$ cat src/rtl/uart_rx_if.sv
// Peripheral bus bundle for uart_rx: register select, read/write strobes and data.
// Combinational wiring only; no latency, no backpressure (single-cycle strobes).
interface uart_rx_if;
    logic [2:0] addr;
    logic       ren;
    logic [7:0] rdata;
    logic       rd_valid;
    logic       wen;
    logic [7:0] wdata;

    modport master (output addr, ren, wen, wdata, input rdata, rd_valid);
    modport slave  (input addr, ren, wen, wdata, output rdata, rd_valid);
endinterface

$ cat src/rtl/uart_rx.sv
// UART receiver (8N1, or 8E1 with UART_RX_PARITY_EN) feeding a byte FIFO read over the peripheral bus.
// Reads return data one cycle after ren; a frame lands in the FIFO one cycle after its stop-bit sample.
// No backpressure on rx: a push into a full FIFO drops the byte and raises overrun.
module uart_rx #(
    parameter int CLK_DIV    = 104,
    parameter int DEPTH_LOG2 = 3
) (
    input  logic       clk,
    input  logic       rst_n,
    input  logic       rx,
    uart_rx_if.slave   bus
);
    localparam int DEPTH = 1 << DEPTH_LOG2;
    localparam logic [DEPTH_LOG2:0] DEPTH_C = (DEPTH_LOG2+1)'(DEPTH);

`ifdef UART_RX_PARITY_EN
    typedef enum logic [2:0] {S_IDLE, S_START, S_DATA, S_PARITY, S_STOP, S_BREAK} state_t;
`else
    typedef enum logic [2:0] {S_IDLE, S_START, S_DATA, S_STOP, S_BREAK} state_t;
`endif

    logic                  rx_meta_q, rx_sync_q, rx_prev_q;
    state_t                state_q;
    logic [15:0]           div_q, div_eff, bit_div_q, cnt_q;
    logic [2:0]            idx_q;
    logic [7:0]            shift_q, push_dat_q;
    logic                  push_q, ferr_set_q, perr_set_q, par_bad_q;
    logic [7:0]            mem [DEPTH];
    logic [DEPTH_LOG2-1:0] wr_ptr_q, rd_ptr_q;
    logic [DEPTH_LOG2:0]   count_q;
    logic                  ovr_q, ferr_q, perr;
    logic [7:0]            rdata_q, rd_mux, st_clr;
    logic                  rd_valid_q, empty, full, pop, push_ok, ovr_set, cnt_done, rx_fall;
    logic                  unused_bits;

    assign rx_fall  = rx_prev_q & ~rx_sync_q;
    assign div_eff  = (div_q < 16'd4) ? 16'd4 : div_q;
    assign cnt_done = (cnt_q <= 16'd1);
    assign empty    = (count_q == '0);
    assign full     = (count_q == DEPTH_C);
    assign pop      = bus.ren && (bus.addr == 3'd0) && !empty;
    assign push_ok  = push_q && (!full || pop);
    assign ovr_set  = push_q && full && !pop;
    assign st_clr   = (bus.wen && bus.addr == 3'd1) ? bus.wdata : 8'h00;
    assign unused_bits = ^{st_clr[7:5], st_clr[1:0], par_bad_q};

    always_ff @(posedge clk or negedge rst_n) begin
        if (!rst_n) begin
            rx_meta_q <= 1'b1;
            rx_sync_q <= 1'b1;
            rx_prev_q <= 1'b1;
        end else begin
            rx_meta_q <= rx;
            rx_sync_q <= rx_meta_q;
            rx_prev_q <= rx_sync_q;
        end
    end

    // Counter reaching 1 marks the sample point; START is loaded with half a bit to hit mid-bit.
    always_ff @(posedge clk or negedge rst_n) begin
        if (!rst_n) begin
            state_q    <= S_IDLE;
            cnt_q      <= '0;
            idx_q      <= '0;
            shift_q    <= '0;
            bit_div_q  <= 16'(CLK_DIV);
            push_q     <= 1'b0;
            push_dat_q <= '0;
            ferr_set_q <= 1'b0;
            perr_set_q <= 1'b0;
            par_bad_q  <= 1'b0;
        end else begin
            push_q     <= 1'b0;
            ferr_set_q <= 1'b0;
            perr_set_q <= 1'b0;
            case (state_q)
                S_IDLE: if (rx_fall) begin
                    bit_div_q <= div_eff;
                    cnt_q     <= {1'b0, div_eff[15:1]};
                    state_q   <= S_START;
                end
                S_START: if (!cnt_done) cnt_q <= cnt_q - 16'd1;
                    else if (!rx_sync_q) begin
                        cnt_q   <= bit_div_q;
                        idx_q   <= '0;
                        state_q <= S_DATA;
                    end else state_q <= S_IDLE;
                S_DATA: if (!cnt_done) cnt_q <= cnt_q - 16'd1;
                    else begin
                        shift_q <= {rx_sync_q, shift_q[7:1]};
                        cnt_q   <= bit_div_q;
                        if (idx_q == 3'd7) begin
`ifdef UART_RX_PARITY_EN
                            state_q <= S_PARITY;
`else
                            state_q <= S_STOP;
`endif
                        end else idx_q <= idx_q + 3'd1;
                    end
`ifdef UART_RX_PARITY_EN
                S_PARITY: if (!cnt_done) cnt_q <= cnt_q - 16'd1;
                    else begin
                        par_bad_q <= ^{shift_q, rx_sync_q};
                        cnt_q     <= bit_div_q;
                        state_q   <= S_STOP;
                    end
`endif
                S_STOP: if (!cnt_done) cnt_q <= cnt_q - 16'd1;
                    else if (rx_sync_q) begin
                        push_q     <= 1'b1;
                        push_dat_q <= shift_q;
                        perr_set_q <= par_bad_q;
                        state_q    <= S_IDLE;
                    end else begin
                        ferr_set_q <= 1'b1;
                        state_q    <= S_BREAK;
                    end
                S_BREAK: if (rx_sync_q) state_q <= S_IDLE;
                default: state_q <= S_IDLE;
            endcase
        end
    end

    always_ff @(posedge clk) begin
        if (push_ok) mem[wr_ptr_q] <= push_dat_q;
    end

    always_comb begin
        rd_mux = 8'h00;
        case (bus.addr)
            3'd0: rd_mux = empty ? 8'h00 : mem[rd_ptr_q];
            3'd1: rd_mux = {3'b000, perr, ferr_q, ovr_q, full, !empty};
            3'd2: rd_mux = div_q[7:0];
            3'd3: rd_mux = div_q[15:8];
            3'd4: rd_mux = 8'(count_q);
            default: rd_mux = 8'h00;
        endcase
    end

    always_ff @(posedge clk or negedge rst_n) begin
        if (!rst_n) begin
            wr_ptr_q   <= '0;
            rd_ptr_q   <= '0;
            count_q    <= '0;
            ovr_q      <= 1'b0;
            ferr_q     <= 1'b0;
            div_q      <= 16'(CLK_DIV);
            rdata_q    <= '0;
            rd_valid_q <= 1'b0;
        end else begin
            if (push_ok) wr_ptr_q <= wr_ptr_q + 1'b1;
            if (pop)     rd_ptr_q <= rd_ptr_q + 1'b1;
            if (push_ok && !pop)      count_q <= count_q + 1'b1;
            else if (pop && !push_ok) count_q <= count_q - 1'b1;
            ovr_q  <= ovr_set    | (ovr_q  & ~st_clr[2]);
            ferr_q <= ferr_set_q | (ferr_q & ~st_clr[3]);
            if (bus.wen && bus.addr == 3'd2) div_q[7:0]  <= bus.wdata;
            if (bus.wen && bus.addr == 3'd3) div_q[15:8] <= bus.wdata;
            rd_valid_q <= bus.ren;
            if (bus.ren) rdata_q <= rd_mux;
        end
    end

`ifdef UART_RX_PARITY_EN
    logic perr_q;
    always_ff @(posedge clk or negedge rst_n) begin
        if (!rst_n) perr_q <= 1'b0;
        else        perr_q <= perr_set_q | (perr_q & ~st_clr[4]);
    end
    assign perr = perr_q;
`else
    logic unused_perr;
    assign unused_perr = ^{perr_set_q, st_clr[4]};
    assign perr = 1'b0;
`endif

    assign bus.rdata    = rdata_q;
    assign bus.rd_valid = rd_valid_q;
endmodule

$ cat src/flat_wrapper.sv
// flat-port wrapper written by rule: the top's interface ports become plain ports
module uart_rx_flat 
#(
    parameter int CLK_DIV    = 104,
    parameter int DEPTH_LOG2 = 3
)
  (clk, rst_n, rx, bus_addr, bus_ren, bus_wen, bus_wdata, bus_rdata, bus_rd_valid);
  uart_rx_if bus_i ();
  input  logic clk;
  input  logic rst_n;
  input  logic rx;
  input wire logic [$bits(bus_i.addr)-1:0] bus_addr;
  input wire logic [$bits(bus_i.ren)-1:0] bus_ren;
  input wire logic [$bits(bus_i.wen)-1:0] bus_wen;
  input wire logic [$bits(bus_i.wdata)-1:0] bus_wdata;
  output wire logic [$bits(bus_i.rdata)-1:0] bus_rdata;
  output wire logic [$bits(bus_i.rd_valid)-1:0] bus_rd_valid;
  assign bus_i.addr = bus_addr;
  assign bus_i.ren = bus_ren;
  assign bus_i.wen = bus_wen;
  assign bus_i.wdata = bus_wdata;
  assign bus_rdata = bus_i.rdata;
  assign bus_rd_valid = bus_i.rd_valid;
  uart_rx #(.CLK_DIV(CLK_DIV), .DEPTH_LOG2(DEPTH_LOG2)) u_core (.clk(clk), .rst_n(rst_n), .rx(rx), .bus(bus_i));
endmodule
$ cat config.mk
export PLATFORM = sky130hd
export DESIGN_NAME = uart_rx_flat
export DESIGN_NICKNAME = d
export VERILOG_FILES = /design/src/rtl/uart_rx_if.sv /design/src/rtl/uart_rx.sv /design/src/flat_wrapper.sv
export SDC_FILE = /design/constraint.sdc
export NUM_CORES = 1
export LEC_CHECK = 0
export ABC_AREA = 1
export BUFFER_PORTS_ARGS = -buffer_cell sky130_fd_sc_hd__buf_2
export CORE_ASPECT_RATIO = 1.2
export CORE_MARGIN = 2
export CORE_UTILIZATION = 50
export CTS_CLUSTER_DIAMETER = 30
export DETAILED_ROUTE_END_ITERATION = 6
export PLACE_DENSITY = 0.7
export SLEW_MARGIN = 20
export SYNTH_ARGS = -nofsm -noshare
export SYNTH_HDL_FRONTEND = slang
export SYNTH_SLANG_ARGS = --single-unit
$ cat constraint.sdc
create_clock -name clk -period 2.9 [get_ports clk]
set_clock_uncertainty 0.15 [all_clocks]
set_input_delay 0.29 -clock clk [delete_from_list [all_inputs] [get_ports clk]]
set_output_delay 0.29 -clock clk [all_outputs]
set_load 0.02 [all_outputs]
Word level (Yosys, flattened, before mapping)
Memories as Yosys holds them, arrays and structs flattened.
Cells that the tools add are included.
{ "totals": {"inputBits": 16, "ff_bits": 96, "n_memories": 1, "mem_bits_rw": 64, "wordCells": 118, "out_inout_bits": 9} }
{ "memory_table": {"columns": ["name", "words", "word_bits", "rd", "rd_clocked_by_memory_dff", "write_ports", "line_no", "rtl"], "rows": [
  ["u_core.mem", 8, 8, 1, 0, 1, "uart_rx.sv:28", "logic [7:0] mem [DEPTH];"]
]} }
{ "op_classes": {"n_eq_ne": 20, "muxes": 34, "reduce_logical": 27, "n_lt_le_gt_ge": 2, "addsub": 6, "n_bitwise": 8} }
{ "ops": {"columns": ["cell", "count"], "rows": [
  ["16-bit 2-to-1 mux", 6],
  ["16-bit one-hot mux with 4 select lines", 1],
  ["8-bit one-hot mux with 5 select lines", 1],
  ["3-bit 2-to-1 mux", 11],
  ["16-bit by 1-bit less-or-equal comparator with 1-bit output (second input constant)", 1],
  ["16-bit by 3-bit < comparator with 1-bit output (second input constant)", 1],
  ["16-bit by 1-bit subtractor with 16-bit output (second input constant)", 1],
  ["3-bit one-hot mux with 5 select lines", 1],
  ["3-bit by 2-bit == test with 1-bit output (second input constant)", 4],
  ["4-bit 2-to-1 mux", 3],
  ["2-bit by 1-bit inequality test with 1-bit output (second input constant)", 6],
  ["1-bit logical AND", 10],
  ["3-bit by 1-bit adder with 3-bit output (second input constant)", 3],
  ["3-bit == test (second input constant)", 3],
  ["1-bit 2-to-1 mux", 8],
  ["8-bit 2-to-1 mux", 1],
  ["3-bit by 1-bit == test with 1-bit output (second input constant)", 2],
  ["3-bit logical NOT", 2],
  ["2-bit inequality test (second input constant)", 3],
  ["3-bit one-hot mux with 2 select lines", 1],
  ["6-bit AND reduction", 1],
  ["5-bit AND reduction", 1],
  ["4-bit by 1-bit adder with 4-bit output (second input constant)", 1],
  ["4-bit == test (second input constant)", 1],
  ["other kinds (14)", 24]
]} }

Logic depth before layout (Yosys ltp)
Gate-level depths: netlist (run 1).
{ "logic_depth": {"depth_word": 9, "depth_mapped": 19, "ltp_nobuf": 18} }

Worst setup path before layout (run 1)
Ideal clock, no wire load.
{ "synth_path": {"kind": "reg-to-reg", "start": "reg u_core.count_q[0]", "end": "reg u_core.count_q[3]", "setup_ps": 125, "stages_incl_launch_ff": 19, "synth_period_minus_slack_ps": 2689, "t_arrival_ps": 2414, "slack_ps": 211, "n_path_buf": 1, "required_time_ps": 2625, "cell_sequence": "dfrtp_1 inv_1 nand4_1 and2_1 buf_4 nand2_4 nand2_1 nand2_2 inv_2 ha_1 inv_1 ha_1 nand2_1 nor2_1 a211oi_1 nand2_1 nand2_1 nor2_1 xor2_1"} }
{ "synth_via": {"elab_chain_cells": 8, "word_cells_on_any_way": 16, "classes_between": "add/sub (2); eq/ne (1); mux (2); reduce/logical (11)"} }
{ "synth_rtl": {"columns": ["element", "line_no", "rtl"], "rows": [
  ["from (decl)", "uart_rx.sv:30", "logic [DEPTH_LOG2:0] count_q;"],
  ["from (signal assigned)", "uart_rx.sv:153", "if (push_ok && !pop) count_q <= count_q + 1'b1;"],
  ["from (signal assigned)", "uart_rx.sv:154", "else if (pop && !push_ok) count_q <= count_q - 1'b1;"],
  ["4-bit logical NOT", "uart_rx.sv:39", "assign empty = (count_q == '0);"],
  ["1-bit logical NOT", "uart_rx.sv:41", "assign pop = bus.ren && (bus.addr == 3'd0) && !empty;"],
  ["1-bit logical AND", "uart_rx.sv:41", null],
  ["1-bit logical OR (*)", "uart_rx.sv:42", "assign push_ok = push_q && (!full || pop);"],
  ["1-bit logical AND (*)", "uart_rx.sv:42", null],
  ["via u_core.push_ok", "uart_rx.sv:33", "logic rd_valid_q, empty, full, pop, push_ok, ovr_set, cnt_done, rx_fall;"],
  ["1-bit logical NOT", "uart_rx.sv:154", null],
  ["1-bit logical AND", "uart_rx.sv:154", null],
  ["2-bit nonzero test (no source line)", null, null]
]} }
Mark *: on every way through the listed nets, which the timed path passes. The rest lies on a longest branch. The select of a mux whose other input is x is not followed.
A chain may end at the register's enable or synchronous reset.

Worst setup path in the final report (run 1)
{ "layout_path": {"start": "reg u_core.count_q[2]", "end": "reg u_core.count_q[3]"} }
The elaborated chain is that of the path after synthesis.

==> results of run 1 <==
==> routing by layer <==
layer / up-vias / wire length (um)
met5: - / 0
met4: 0 / 379
met3: 23 / 385
met2: 96 / 8640
met1: 2717 / 7410
li1: 2906 / -
==> worst max-delay path, stage by stage (launching register included) <==
cell      delay (ns)
dfrtp_1         0.41
inv_1           0.11
nand4_1         0.15
and2_4          0.19
nand2_4         0.08
nand2_1         0.06
nand2_2         0.12
inv_2           0.09
ha_1            0.25
inv_2           0.10
ha_1            0.27
nand2_1         0.09
nor2_1          0.05
a211oi_2        0.19
nand2_1         0.09
nand2_1         0.06
nor2_1          0.04
xor2_1          0.13
==> layout make-up <==
class                   count  area, um2
inverters                  77        289
clock inverters            14        155
well taps                 204        255
repair buffers             48        330
fillers                  1314       6250
multi-input cells         599       2920
flip-flops and latches    160       4340
clock buffers              17        425
==> logic make-up after synthesis <==
kind of cell,after synthesis
and+or+nand+nor,457
DFF,160
AOI/OAI and AO/OA,121
buffers and inverters,101
xor gates and xnor gates,11
adders and majority gates,10
==> synth_stat cells, drive strengths merged (5+ instances only) <==
cell type | n | area (um2)
dfstp | 9 | 236
xor2 | 8 | 70.1
nor2 | 117 | 526
dfrtp | 87 | 2180
nand3 | 54 | 285
clkbuf | 13 | 48.8
o21ai | 84 | 424
nand3b | 5 | 37.5
inv | 75 | 282
ha | 9 | 113
nand2 | 259 | 1010
nand4 | 9 | 56.3
nor3 | 9 | 61.3
o211ai | 15 | 113
edfxtp | 64 | 1920
buf | 11 | 70.1
a21oi | 10 | 53.8
==> power by group through the flow <==
stage | combinational, uW | clock (uW) | sequential, uW
6_report | 2600 | 2200 | 3090
5_1_grt | 2980 | 2340 | 3140
4_1_cts | 2570 | 2230 | 3090
3_5_place_dp | 2530 | 0 | 3120
3_3_place_gp | 2490 | 0 | 3110
2_1_floorplan | 2000 | 0 | 3030
==> how the worst max path moves through the flow <==
stage | from | end | slack (ns) | cells after the start
after global routing | u_core.count_q[2]$_DFFE_PN0P_ | u_core.count_q[3]$_DFFE_PN0P_ | 0.005 | 16
after detailed placement | u_core.count_q[0]$_DFFE_PN0P_ | u_core.count_q[3]$_DFFE_PN0P_ | 0.02 | 17
after CTS | u_core.count_q[1]$_DFFE_PN0P_ | u_core.count_q[3]$_DFFE_PN0P_ | 0.06 | 17
final | u_core.count_q[2]$_DFFE_PN0P_ | u_core.count_q[3]$_DFFE_PN0P_ | 0.16 | 17
after global placement | u_core.count_q[0]$_DFFE_PN0P_ | u_core.count_q[3]$_DFFE_PN0P_ | 0.12 | 17
after floorplan | u_core.count_q[0]$_DFFE_PN0P_ | u_core.count_q[3]$_DFFE_PN0P_ | 0.21 | 18
==> state kept, by name, indices dropped and copies added (netlist names), 3 cells and up <==
signal,cells
u_core.count_q,4
u_core.mem,64
u_core.bus.rdata,8
u_core.shift_q,8
u_core.rd_ptr_q,3
u_core.wr_ptr_q,3
u_core.state_q,3
u_core.div_q,16
u_core.bit_div_q,16
u_core.push_dat_q,8
u_core.cnt_q,16
u_core.idx_q,3
==> per-stage QoR <==
| stage | cell area [um2] | util [%] | total power (uW) |
|---|---|---|---|
| after floorplan | 7650 | - | 5030 |
| after global placement | 8040 | 53.7 | 5600 |
| after detailed placement | 8040 | 53.7 | 5650 |
| after CTS | 8680 | 58.0 | 7890 |
| after global routing | 8710 | 58.2 | 8450 |
| final | 8710 | 58.2 | 7890 |
==> layout by cell type, fill, tap and decap left out, types with 13 or more instances in the layout <==
cell type	count
buf_2	23
buf_4	18
clkbuf_16	17
dfrtp_1	87
edfxtp_1	64
inv_1	67
nand2_1	248
nand3_1	51
nor2_1	105
o211ai_1	15
o21ai_0	70
o21ai_1	13
==> what timing repair did <==
| action | CTS | global route |
|---|---|---|
| buffers inserted | 0 | 3 |
| hold buffers | 6 | 0 |
| gates resized for setup | 1 | 4 |
| gates cloned | 0 | 0 |
| endpoints found under the hold margin | 50 | 0 |
| setup endpoints to repair | 1 | 1 |
==> qor.tcl, run 1 <==
set qor(grt_usage_pct) 21.8
set qor(synth_sequential_area_ratio_pct) 56.7
set qor(nets) 929
set qor(drc) 0
set qor(drive_above_1_share_pct) 13.3
set qor(detailedRoute.firstIterationViolations) 374
set qor(synth-compound-area-share_pct) 8.88
set qor(hold_path.startpoint) {bus_wdata[2]}
set qor(chipWidth_um) 117
set qor(max_slew_violation_count) 0
set qor(worst_r2r_path_depth) 17
set qor(timing.hold.worst_endpoint) {u_core.div_q[10]$_DFFE_PN0P_}
set qor(fin_worst_hold_slack_ns) 0.0223
set qor(place.gp.congestion) 0.862
set qor(synth_async_sr_flop_share_pct) 60.0
set qor(clock_insertion_delay_at_the_later_pin_of_the_skew_report_ns) 0.42
set qor(groute.layer.met3.usage_pct) 3.96
set qor(finish.cell_count_without_fillers) 1119
set qor(period_needed_ns) 2.74
set qor(synth_top_family_by_area) {simple AND/OR/NAND/NOR gates}
set qor(grt_setup_unrepaired) {no}
set qor(worst-endpoint-required_ns) 3.05
set qor(outcome) {complete, no violations}
set qor(yosysWarnings) 0
set qor(worst_setup_path_end_kind) {register}
set qor(core_um2) 15000
set qor(cts_max_level) 4
set qor(ctsRootBufferMaster) {clkbuf_16}
set qor(ioPinCount) 25
set qor(hold_viol_final) 0
set qor(cts_tree) {done}
set qor(dp_hpwl_mm) 11.8
set qor(pin_count_of_the_biggest_net_entering_global_routing) 52
set qor(avgViaCountPerCell) 5.13
set qor(wire_per_inst_um) 15.0
set qor(cts_made_buffers) 17
set qor(initial_antenna_violation_count) 0
set qor(switching_power_uw) 3010
set qor(power.share.sequential_pct) 39.2
set qor(power_switching_share_pct) 38.2
set qor(grt_first_pass_wirelength_mm) 27.6
set qor(worst_r2r_setup_slack_ns) 0.16
set qor(register_clock_pin_slew_on_the_reported_worst_setup_and_hold_paths_ns) 0.06
set qor(max_freq_ghz) 0.365
set qor(ys_ff_latch) 160
set qor(hold_path.class) {in -> reg}
set qor(power_density_nw_per_um2) 906
set qor(synth_enable_flop_cells) 64
set qor(worstSetupPathType) {reg -> reg}
set qor(start_util_pct) 51.2
set qor(clock_path_buffers) 2
set qor(peakVddDrop_mv) 0.464
set qor(global_route.usage.met1_pct) 28.1
set qor(r2r_start) {u_core.count_q[2]$_DFFE_PN0P_}
set qor(syn-num-nets) 886
set qor(grt_pass1_vias) 5588
set qor(setup-tns-final_ns) 0
set qor(drt.antenna.violating_nets) 0
set qor(clock_power_share_pct) 27.9
set qor(gr_overflow_total) 0
set qor(leakagePower_uw) 0.00407
set qor(route.final.wire_length_mm) 16.8
set qor(synth_simple_gate_area_share_pct) 26.1
set qor(synth.avg_cell_area_um2) 8.90
set qor(dp_slack_ns) 0.0243
set qor(worst_r2r_endpoint) {u_core.count_q[3]$_DFFE_PN0P_}
set qor(tightestPinTransition_ns) 0.602
set qor(timing.critical_path.arrival_ns) 2.90
set qor(drt_pre_antenna_iters) 5
set qor(most_used_flip_flop_cell_after_synthesis) {dfrtp_1}
set qor(power.combinational.fraction_pct) 32.9
set qor(netlist_area_um2) 7650
set qor(worst_setup_sp_type) {register}
set qor(crit_fanout) 6
set qor(report.final.setup_viol) 0
set qor(dieHeight_um) 140
set qor(detailroute.via_count) 5742
set qor(grtUsageMet2_pct) 36.8
set qor(p_int_uw) 4880
set qor(min_delay_path_depth) 3
set qor(synthAdderAreaFrac_pct) 1.73
set qor(die_outline_area_um2) 16300
set qor(synth-xor-area-share_pct) 1.26
set qor(max-cap-violations) 0
set qor(max_slew_margin_pct) 59.9
set qor(synth_mux_area_share_pct) 0
set qor(most_used_routing_layer) {met2}
set qor(clock_sinks) 160
set qor(synthCells) 860
set qor(io_buffer_count) 24
set qor(syn2layout_area_growth_pct) 13.8
set qor(dp_cells) 1079
set qor(antenna-diode-count) 0
set qor(final_clock_period_utilization_by_the_worst_path_pct) 94.6
set qor(number_of_rows_in_the_core_area) 49
set qor(timing.final.ws_setup_ns) 0.158
set qor(synth.lib_cells_used.distinct) 44
Power figures use the tool's default switching activity.
==> run 2: changes to the inputs <==
PLACE_DENSITY = 0.69   (was 0.7)
RECOVER_POWER = 100   (was default)
==> run 2 against run 1 <==
Against the previous run: setup slack better by 0.0097 ns; critical endpoint unchanged; die area stayed put; largest power group unchanged; register-to-register slack hardly changed; hold slack worse by 0.0053 ns; final cell count hardly changed; via count is 0.10% higher; global-route usage is 0.20 points higher; final area is 1.6% lower; clock power is 4% lower; combinational power is 3% lower; critical path type unchanged; first-iteration DRC count is 45% higher.
==> qor.tcl, run 2 (synthesis results as in run 1) <==
set qor(drt.antenna.violating_nets) 0 ;# unchanged
set qor(initial_antenna_violation_count) 0 ;# unchanged
set qor(finish.cell_count_without_fillers) 1120 ;# +0.089%
set qor(outcome) {complete, no violations}
set qor(nets) 929 ;# unchanged
set qor(clock_insertion_delay_at_the_later_pin_of_the_skew_report_ns) 0.42 ;# about the same
set qor(crit_top_cell) {nor2_1}
set qor(gr_overflow_total) 0 ;# unchanged
set qor(timing.critical_path.arrival_ns) 2.92 ;# +0.02 ns
set qor(tightestPinTransition_ns) 1.14 ;# +0.537 ns
set qor(worst-endpoint-required_ns) 3.09 ;# +0.04 ns
set qor(wire_per_inst_um) 15.1 ;# +0.20%
set qor(grt_usage_pct) 22.0 ;# +0.20 points
set qor(detailroute.via_count) 5748 ;# +0.10%
set qor(drt_pre_antenna_iters) 4 ;# -1
set qor(number_of_rows_in_the_core_area) 49 ;# unchanged
set qor(start_util_pct) 51.2 ;# unchanged
set qor(dieHeight_um) 140 ;# unchanged
set qor(clock_power_share_pct) 27.5 ;# -0.4 points
set qor(dp_cells) 1079 ;# unchanged
set qor(clock_sinks) 160 ;# unchanged
set qor(p_int_uw) 4730 ;# -3.0%
set qor(timing.critical_path.slowest_stage_cell) {dfrtp_1}
set qor(cts_max_level) 4 ;# unchanged
set qor(power_switching_share_pct) 38.5 ;# +0.34 points
set qor(cts_made_buffers) 17 ;# unchanged
set qor(drive_above_1_share_pct) 9.39 ;# -3.9 points
set qor(highest_count_cells_in_the_layout_ignoring_fill_and_taps) {nand2_1, nor2_1, dfrtp_1, o21ai_0, inv_1}
set qor(ioPinCount) 25 ;# unchanged
set qor(final_clock_period_utilization_by_the_worst_path_pct) 94.2 ;# -0.33 points
set qor(power.combinational.fraction_pct) 32.7 ;# -0.2 points
set qor(path_cells) {inv_1 -> nand4_1 -> and2_1 -> nand2_4 -> nand2_1 -> nand2_2 -> inv_2 -> ha_1 -> inv_2 -> ha_1 -> nand2_1 -> nor2_1 -> a211oi_2 -> nor2_1 -> nor2_1 -> xor2_1}
set qor(grt_first_pass_wirelength_mm) 27.8 ;# +0.58%
set qor(antenna-diode-count) 0 ;# unchanged
set qor(hold_path.class) {in -> reg}
set qor(max_slew_margin_pct) 23.5 ;# -36 points
set qor(grt_pass1_vias) 5532 ;# -1.0%
set qor(worstSetupPathType) {reg -> reg}
set qor(peakVddDrop_mv) 0.538 ;# +16%
set qor(worst_setup_path_end_kind) {register}
set qor(cts_tree) {done}
set qor(number_of_flip_flops_in_the_largest_register) 64 ;# unchanged
set qor(report.final.setup_viol) 0 ;# unchanged
set qor(ctsRootBufferMaster) {clkbuf_16}
set qor(max_slew_violation_count) 0 ;# unchanged
set qor(grt_setup_unrepaired) {no}
set qor(max_freq_ghz) 0.366 ;# +0.35%
set qor(drc) 0 ;# unchanged
set qor(clock_path_buffers) 2 ;# unchanged
set qor(register_clock_pin_slew_on_the_reported_worst_setup_and_hold_paths_ns) 0.06 ;# about the same
set qor(dp_hpwl_mm) 11.5 ;# -2.5%
set qor(place.gp.congestion) 0.873 ;# +1.3%
set qor(setup-tns-final_ns) 0 ;# unchanged
set qor(chipWidth_um) 117 ;# unchanged
set qor(core_um2) 15000 ;# unchanged
set qor(largest_reg_by_ff_count) {u_core.mem}
set qor(syn2layout_area_growth_pct) 12.0
set qor(timing.critical_path.slowest_cell_delay_ns) 0.41 ;# about the same
set qor(cts_setup_buffers) 0 ;# unchanged
set qor(final_common_cell) {nand2_1}
set qor(power_density_nw_per_um2) 898 ;# -0.87%
set qor(die_outline_area_um2) 16300 ;# unchanged
set qor(max-cap-violations) 0 ;# unchanged
set qor(leakagePower_uw) 0.00393 ;# -3.5%
set qor(period_needed_ns) 2.73 ;# -0.00967 ns
set qor(pin_count_of_the_biggest_net_entering_global_routing) 53 ;# +1.9%
set qor(avgViaCountPerCell) 5.13 ;# about the same
set qor(detailedRoute.firstIterationViolations) 543 ;# +45%
set qor(switching_power_uw) 2970 ;# -1.5%
set qor(io_buffer_count) 24 ;# unchanged
set qor(hold_viol_final) 0 ;# unchanged
set qor(power.share.sequential_pct) 39.8 ;# +0.6 points
set qor(crit_fanout) 6 ;# unchanged
set qor(route.final.wire_length_mm) 16.9 ;# +0.29%
set qor(worst_setup_sp_type) {register}
[run 2: worst paths after layout]
check	from	end	slack, ns	depth (start not counted)
min in group asynchronous	rst_n	u_core.bus.rdata[6]$_DFFE_PN0P_	0.46	2
max in group asynchronous	rst_n	u_core.shift_q[6]$_DFFE_PN0P_	0.75	3
setup / recovery	u_core.count_q[1]$_DFFE_PN0P_	u_core.count_q[3]$_DFFE_PN0P_	0.17	16
hold / removal	bus_wdata[1]	u_core.div_q[1]$_DFFE_PN0P_	0.02	3
hold reg to reg	u_core.rx_meta_q$_DFF_PN1_	u_core.rx_sync_q$_DFF_PN1_	0.21	0
setup reg to reg	u_core.count_q[1]$_DFFE_PN0P_	u_core.count_q[3]$_DFFE_PN0P_	0.17	16
[run 2: final cells by class]
| class | instances | area (um2) |
|---|---|---|
| Clock buffer | 17 | 425 |
| Tap cell | 204 | 255 |
| Multi-Input combinational cell | 599 | 2870 |
| Inverter | 77 | 289 |
| Sequential cell | 160 | 4340 |
| Fill cell | 1355 | 6390 |
| Clock inverter | 15 | 133 |
| Timing Repair Buffer | 48 | 268 |
[run 2: power by group through the flow]
stage / registers (uW) / logic (uW) / clock network (uW)
5_1_grt: 3100 / 2880 / 2260
2_1_floorplan: 3030 / 2000 / 0
3_3_place_gp: 3090 / 2530 / 0
6_report: 3070 / 2510 / 2120
3_5_place_dp: 3080 / 2570 / 0
4_1_cts: 3050 / 2600 / 2150
[run 2: worst max-delay path: cells and delay by family, from the launching register on]
family / cells / cell delay (ns)
AOI/OAI and AO/OA: 1 / 0.19
xor gates and xnor gates: 1 / 0.18
adders and majority gates: 2 / 0.47
buffers and inverters: 3 / 0.30
DFF: 1 / 0.41
and+or+nand+nor: 9 / 0.95
[run 2: layer usage]
| metal | track usage, % | vias up | share of wire (%) |
|---|---|---|---|
| met5 | 0 | - | 0 |
| met3 | 5.10 | 31 | 3.4 |
| met4 | 8.92 | 0 | 3.1 |
| met2 | 35.1 | 108 | 48 |
| li1 | - | 2914 | - |
| met1 | 29.1 | 2695 | 45 |
[run 2: repair_timing]
item / 4_1_cts / 5_1_grt
pin swaps: 0 / 1
hold buffers: 9 / 0
endpoints found under the setup margin: 1 / 1
hold endpoints to repair: 52 / 0
gates resized for setup: 1 / 3
[run 2: through the flow]
step	utilization, %	power [uW]	setup slack [ns]	hold slack (ns)	cell area [um2]
floorplan	-	5030	0.211	-0.156	7650
global placement	53.7	5610	0.141	0.183	8040
detailed placement	53.7	5650	0.0778	0.186	8040
CTS	58.1	7800	0.0641	0.00794	8690
global route	57.3	8240	0.0115	0.0233	8570
finish	57.3	7700	0.167	0.0171	8570
